==> config.mk <==
export PLATFORM = sky130hd
export DESIGN_NAME = instruction_fetch_unit
export DESIGN_NICKNAME = d
export VERILOG_FILES = /design/src/rtl/instruction_fetch_unit_pkg.sv /design/src/rtl/instruction_fetch_unit.sv
export SDC_FILE = /design/constraint.sdc
export NUM_CORES = 1
export LEC_CHECK = 0
export CAP_MARGIN = 20
export CORE_UTILIZATION = 45
export CTS_CLUSTER_SIZE = 24
export DETAILED_ROUTE_END_ITERATION = 10
export PLACE_DENSITY = 0.8
export SLEW_MARGIN = 20
export SYNTH_ARGS = -nofsm -noshare
export SYNTH_HDL_FRONTEND = slang
export SYNTH_SLANG_ARGS = --single-unit
==> constraint.sdc <==
create_clock -name CLK -period 3.2 [get_ports CLK]
set_input_delay 0.64 -clock CLK [delete_from_list [all_inputs] [get_ports CLK]]
set_output_delay 0.64 -clock CLK [all_outputs]
set_load 0.005 [all_outputs]
==> src/rtl/instruction_fetch_unit_pkg.sv <==
// Shared CPU definitions used by the instruction fetch unit.
//   ifu_state_e       - fetch FSM state encoding (FETCH / HOLD)
//   NOP_INSTR         - canonical no-op (addi x0, x0, 0)
//   DEFAULT_RESET_PC  - default first fetch address after reset
//   pc_plus4()        - sequential next PC, wraps modulo 2^32
//   align_word()      - forces a redirect target onto a word boundary
package instruction_fetch_unit_pkg;

  typedef enum logic {
    FETCH = 1'b0,
    HOLD  = 1'b1
  } ifu_state_e;

  localparam logic [31:0] NOP_INSTR        = 32'h0000_0013;
  localparam logic [31:0] DEFAULT_RESET_PC = 32'h0000_0000;

  // Plain 32-bit add: the carry out is dropped, so 0xFFFF_FFFC wraps to 0.
  function automatic logic [31:0] pc_plus4(input logic [31:0] pc);
    return pc + 32'd4;
  endfunction

  function automatic logic [31:0] align_word(input logic [31:0] addr);
    return {addr[31:2], 2'b00};
  endfunction

endpackage

==> src/rtl/instruction_fetch_unit.sv <==
// Instruction fetch stage: owns the PC, issues instruction memory reads and
// fills the IF/ID pipeline register.
//
// Ports
//   CLK, RESETN        - clock (rising edge) and async active-low reset
//   STALL              - decode hazard; holds PC and IF/ID
//   BRANCH_JUMP_TAKEN  - redirect request, overrides everything else
//   BRANCH_JUMP_PC     - redirect target (low two bits are dropped)
//   IMEM_REQ/ADDR      - read request and address (ADDR is the PC flop)
//   IMEM_READY/DATA    - returned word, valid for IMEM_ADDR this cycle
//   IFID_PC/INSTR/VALID- IF/ID pipeline register
//   FLUSH_OUT          - one-cycle pulse after a redirect (kills ID/EX)
//   FETCH_MISALIGN     - one-cycle pulse, aligned with FLUSH_OUT, when the
//                        redirect target was not word aligned
//   dbg_state          - current FSM state, for observation only
//
// Handshake: a memory word is consumed only in a cycle where IMEM_REQ=1
// (state FETCH) and IMEM_READY=1; IMEM_DATA then belongs to IMEM_ADDR.
// A word that is returned while STALL=1 is parked in a one-entry buffer
// (state HOLD, no further requests) and handed to IF/ID on stall release.
// A redirect in the same cycle drops the returned word entirely.
module instruction_fetch_unit
  import instruction_fetch_unit_pkg::*;
#(
  parameter logic [31:0] RESET_PC = DEFAULT_RESET_PC
) (
  input  logic        CLK,
  input  logic        RESETN,
  input  logic        STALL,
  input  logic        BRANCH_JUMP_TAKEN,
  input  logic [31:0] BRANCH_JUMP_PC,
  output logic        IMEM_REQ,
  output logic [31:0] IMEM_ADDR,
  input  logic        IMEM_READY,
  input  logic [31:0] IMEM_DATA,
  output logic [31:0] IFID_PC,
  output logic [31:0] IFID_INSTR,
  output logic        IFID_VALID,
  output logic        FLUSH_OUT,
  output logic        FETCH_MISALIGN,
  output ifu_state_e  dbg_state
);

  ifu_state_e  state_q,      state_d;
  logic [31:0] pc_q,         pc_d;
  logic [31:0] ifid_pc_q,    ifid_pc_d;
  logic [31:0] ifid_instr_q, ifid_instr_d;
  logic        ifid_valid_q, ifid_valid_d;
  logic [31:0] buf_pc_q,     buf_pc_d;
  logic [31:0] buf_instr_q,  buf_instr_d;
  logic        flush_q,      flush_d;
  logic        misalign_q,   misalign_d;

  always_comb begin
    state_d      = state_q;
    pc_d         = pc_q;
    ifid_pc_d    = ifid_pc_q;
    ifid_instr_d = ifid_instr_q;
    ifid_valid_d = ifid_valid_q;
    buf_pc_d     = buf_pc_q;
    buf_instr_d  = buf_instr_q;
    flush_d      = 1'b0;
    misalign_d   = 1'b0;

    if (BRANCH_JUMP_TAKEN) begin
      // Redirect wins over stall, memory response and state. Any word
      // arriving this cycle or sitting in the buffer is wrong-path.
      state_d      = FETCH;
      pc_d         = align_word(BRANCH_JUMP_PC);
      ifid_valid_d = 1'b0;
      ifid_instr_d = NOP_INSTR;
      buf_pc_d     = 32'h0;
      buf_instr_d  = 32'h0;
      flush_d      = 1'b1;
      misalign_d   = |BRANCH_JUMP_PC[1:0];
    end else begin
      unique case (state_q)
        FETCH: begin
          if (IMEM_READY) begin
            if (!STALL) begin
              ifid_pc_d    = pc_q;
              ifid_instr_d = IMEM_DATA;
              ifid_valid_d = 1'b1;
              pc_d         = pc_plus4(pc_q);
            end else begin
              // Decode cannot take it yet; park the word and stop fetching.
              buf_pc_d    = pc_q;
              buf_instr_d = IMEM_DATA;
              state_d     = HOLD;
            end
          end else if (!STALL) begin
            ifid_valid_d = 1'b0;  // bubble while memory is busy
          end
        end
        HOLD: begin
          if (!STALL) begin
            ifid_pc_d    = buf_pc_q;
            ifid_instr_d = buf_instr_q;
            ifid_valid_d = 1'b1;
            pc_d         = pc_plus4(pc_q);
            state_d      = FETCH;
          end
        end
        default: state_d = FETCH;
      endcase
    end
  end

  always_ff @(posedge CLK or negedge RESETN) begin
    if (!RESETN) begin
      state_q      <= FETCH;
      pc_q         <= RESET_PC;
      ifid_pc_q    <= 32'h0;
      ifid_instr_q <= NOP_INSTR;
      ifid_valid_q <= 1'b0;
      buf_pc_q     <= 32'h0;
      buf_instr_q  <= 32'h0;
      flush_q      <= 1'b0;
      misalign_q   <= 1'b0;
    end else begin
      state_q      <= state_d;
      pc_q         <= pc_d;
      ifid_pc_q    <= ifid_pc_d;
      ifid_instr_q <= ifid_instr_d;
      ifid_valid_q <= ifid_valid_d;
      buf_pc_q     <= buf_pc_d;
      buf_instr_q  <= buf_instr_d;
      flush_q      <= flush_d;
      misalign_q   <= misalign_d;
    end
  end

  // All outputs come straight from flops.
  assign IMEM_REQ       = (state_q == FETCH);
  assign IMEM_ADDR      = pc_q;
  assign IFID_PC        = ifid_pc_q;
  assign IFID_INSTR     = ifid_instr_q;
  assign IFID_VALID     = ifid_valid_q;
  assign FLUSH_OUT      = flush_q;
  assign FETCH_MISALIGN = misalign_q;
  assign dbg_state      = state_q;

endmodule

==> results.json <==
{
  "layout_nets": 968,
  "report.final.hold_viol_count": 0,
  "fin_cells": 1124,
  "final_layout_size_suffix_gt1_frac": 0.0661,
  "timing.final.crit_period_ps": 2510,
  "via_count_of_the_first_global_routing_pass": 5955,
  "cts_max_level": 4,
  "synthToLayoutAreaGrowth_pct": 33.0,
  "share_of_async_settable_or_async_resettable_flops_after_synthesis": 1.00,
  "cts.repair_timing.setup_buffer_count": 0,
  "synth_enable_flop_cells": 0,
  "maxSlewViolCount": 0,
  "syn-cell-area_sq_um": 7280,
  "cpPeakStageDelay_ps": 730,
  "place_congestion": 0.821,
  "post-dp-hpwl_mm": 12.7,
  "timing.reg2reg.setup_slack_ps": 800,
  "ys_dominant_reg_cell": "dfrtp_1",
  "routed_wl_mm": 18.9,
  "numClockSinks": 160,
  "worstMarginPinSlew_ps": 800,
  "fp.dieArea_sq_um": 16700,
  "io_pins": 170,
  "cp_dominant_cell_by_count": "or4_1",
  "route.detailed.wl_per_inst_microns": 16.8,
  "synth.yosys.seq_area_share": 0.550,
  "regToRegEndpoint": "IMEM_ADDR[22]",
  "max_freq_mhz": 399,
  "io_buffer_count": 167,
  "cts_inserted_buffers": 17,
  "cp_data_arrival_time_ps": 2840,
  "worst_clock_skew_ps": 6.62,
  "p_leak_nw": 3.98,
  "cts_resized": 0,
  "worstPathMaxFanout": 12,
  "largest_net_degree_at_the_start_of_global_routing": 85,
  "longest_clk_path_bufs": 2,
  "dp.cells": 1095,
  "row_count": 46,
  "relSlewSlack": 0.462,
  "cap_violations": 0,
  "initial_utilization": 0.460,
  "finalSetupViolCount": 0,
  "core_area_sq_um": 15800,
  "min-delay-path-class": "in2async",
  "worstPathRequired_ps": 3540,
  "die_h_microns": 129,
  "setup_total_negative_slack_ps": 0,
  "critical_path.endpoint_type": "flop",
  "die_width_microns": 129,
  "synthesis.instances": 754,
  "clk-insertion-delay-late_ps": 420,
  "root_buffer": "clkbuf_16",
  "drcViolationCount": 0,
  "globalRoute.totalOverflow": 0,
  "reg2reg_from": "IMEM_ADDR[3]",
  "mostFrequentLayoutCell": "nand2_1",
  "drt_initial_violations": 561,
  "viasPerCell": 5.53,
  "path_clk_slew_ps": 70,
  "synth_warnings": 0,
  "worstPathCellList": "clkdlybuf4s50_1 -> o21bai_1 -> or4_1 -> or4_1 -> a31oi_1",
  "outcome": "finished clean",
  "post_synth_cell_types": 50,
  "setup_repair_after_global_routing_missed_its_margin": "no",
  "setup.worst_path.start_class": "primary input",
  "antenna-diode-count": 0,
  "peakVddDrop_mv": 0.334,
  "crit_path_top_delay_cell": "or4_1",
  "commonest_cells_after_routing_fill_and_taps_aside": "183 x nand2_1, 165 x clkdlybuf4s50_1, 156 x dfrtp_1",
  "worst_r2r_path_depth": 5,
  "timing.final.crit_share": 0.783,
  "antenna_violations_before_repair": 0,
  "grt_util_all_layers": 0.239,
  "route.vias.total": 6215,
  "cts_hold_buffers": 0,
  "syn_avg_cell_area_sq_um": 9.66,
  "p_per_area_nw_per_um2": 542,
  "cts_tree": "done",
  "first_pass_iters": 4,
  "synth.ff_latch_count": 160,
  "detail-route-antenna-nets": 0,
  "critPathKind": "in2reg",
  "grt_pass1_wl_mm": 30.6
}
where the power goes:
group	total (mW)	internal, mW	switching, mW
clock network	2.02	1.23	0.791
registers	2.38	2.21	0.173
logic	0.844	0.470	0.374
layout make-up:
type / count / area, sq um
Clock buffer: 19 / 443
Clock inverter: 10 / 138
Fill cell: 1328 / 6140
Inverter: 9 / 33.8
Multi-Input combinational cell: 525 / 2980
Sequential cell: 160 / 4010
Tap cell: 216 / 270
Timing Repair Buffer: 185 / 1820
sequential cells by signal (all words and copies together) (netlist names):
name / flops
IFID_INSTR: 32
buf_pc_q: 31
FLUSH_OUT: 1
IMEM_ADDR: 30
buf_instr_q: 32
dbg_state: 1
IFID_PC: 31
IFID_VALID: 1
FETCH_MISALIGN: 1
synthesized netlist by cell type, types with 11 or more instances:
| library cell | count | area [sq um] |
|---|---|---|
| a21oi_1 | 33 | 165 |
| a311oi_1 | 29 | 254 |
| a31oi_1 | 11 | 68.8 |
| clkbuf_1 | 43 | 161 |
| dfrtp_1 | 157 | 3930 |
| mux2i_1 | 32 | 320 |
| nand2_1 | 184 | 691 |
| nand3_1 | 19 | 95.1 |
| nor2_1 | 46 | 173 |
| o21ai_0 | 44 | 220 |
| o2bb2ai_1 | 32 | 280 |
| or4_1 | 15 | 113 |
worst max-delay path: cells and delay by family:
family	cells	cell delay [ps]
buf+inv	1	520
simple gates	2	1280
compound gates	2	400
worst max-delay path by stage:
stage	from	endpoint	slack, ps	cells past startpoint
floorplan	STALL	IMEM_ADDR[21]	1020	5
global placement	STALL	IMEM_ADDR[25]	330	5
detailed placement	STALL	IMEM_ADDR[25]	280	5
CTS	STALL	IMEM_ADDR[25]	730	5
global route	STALL	IMEM_ADDR[25]	600	5
finish	STALL	IMEM_ADDR[25]	690	5
metrics by stage:
step	hold WS (ps)	instance area (sq um)	utilization	power, mW	worst slack (ps)
detailed placement	469	9110	0.575	3.26	284
global placement	459	9110	0.575	3.24	328
floorplan	344	7290	-	2.72	1020
global route	333	9690	0.612	5.48	603
CTS	309	9690	0.612	5.29	733
finish	277	9690	0.612	5.25	694
logic make-up (layout without fill, tap and decap cells):
group           count (synthesis)  count (layout)  synth area share
simple gates                  301             301             0.181
compound gates                180             180             0.169
flops                         160             160             0.550
buf+inv                        70             223            0.0424
mux                            32              32            0.0440
xor+xnor                        9               9            0.0108
fa+ha+maj                       1               1           0.00172
other cells                     1               2          0.000515
layer usage:
metal / part of all wire / track usage / wire [microns] / vias up
met2: 0.48 / 0.379 / 9080 / 234
met4: 0.013 / 0.0837 / 247 / 0
li1: - / - / - / 2966
met3: 0.072 / 0.0603 / 1360 / 18
met1: 0.44 / 0.320 / 8240 / 2997
met5: 0 / 0 / 0 / -
Power figures use the tool's default switching activity.
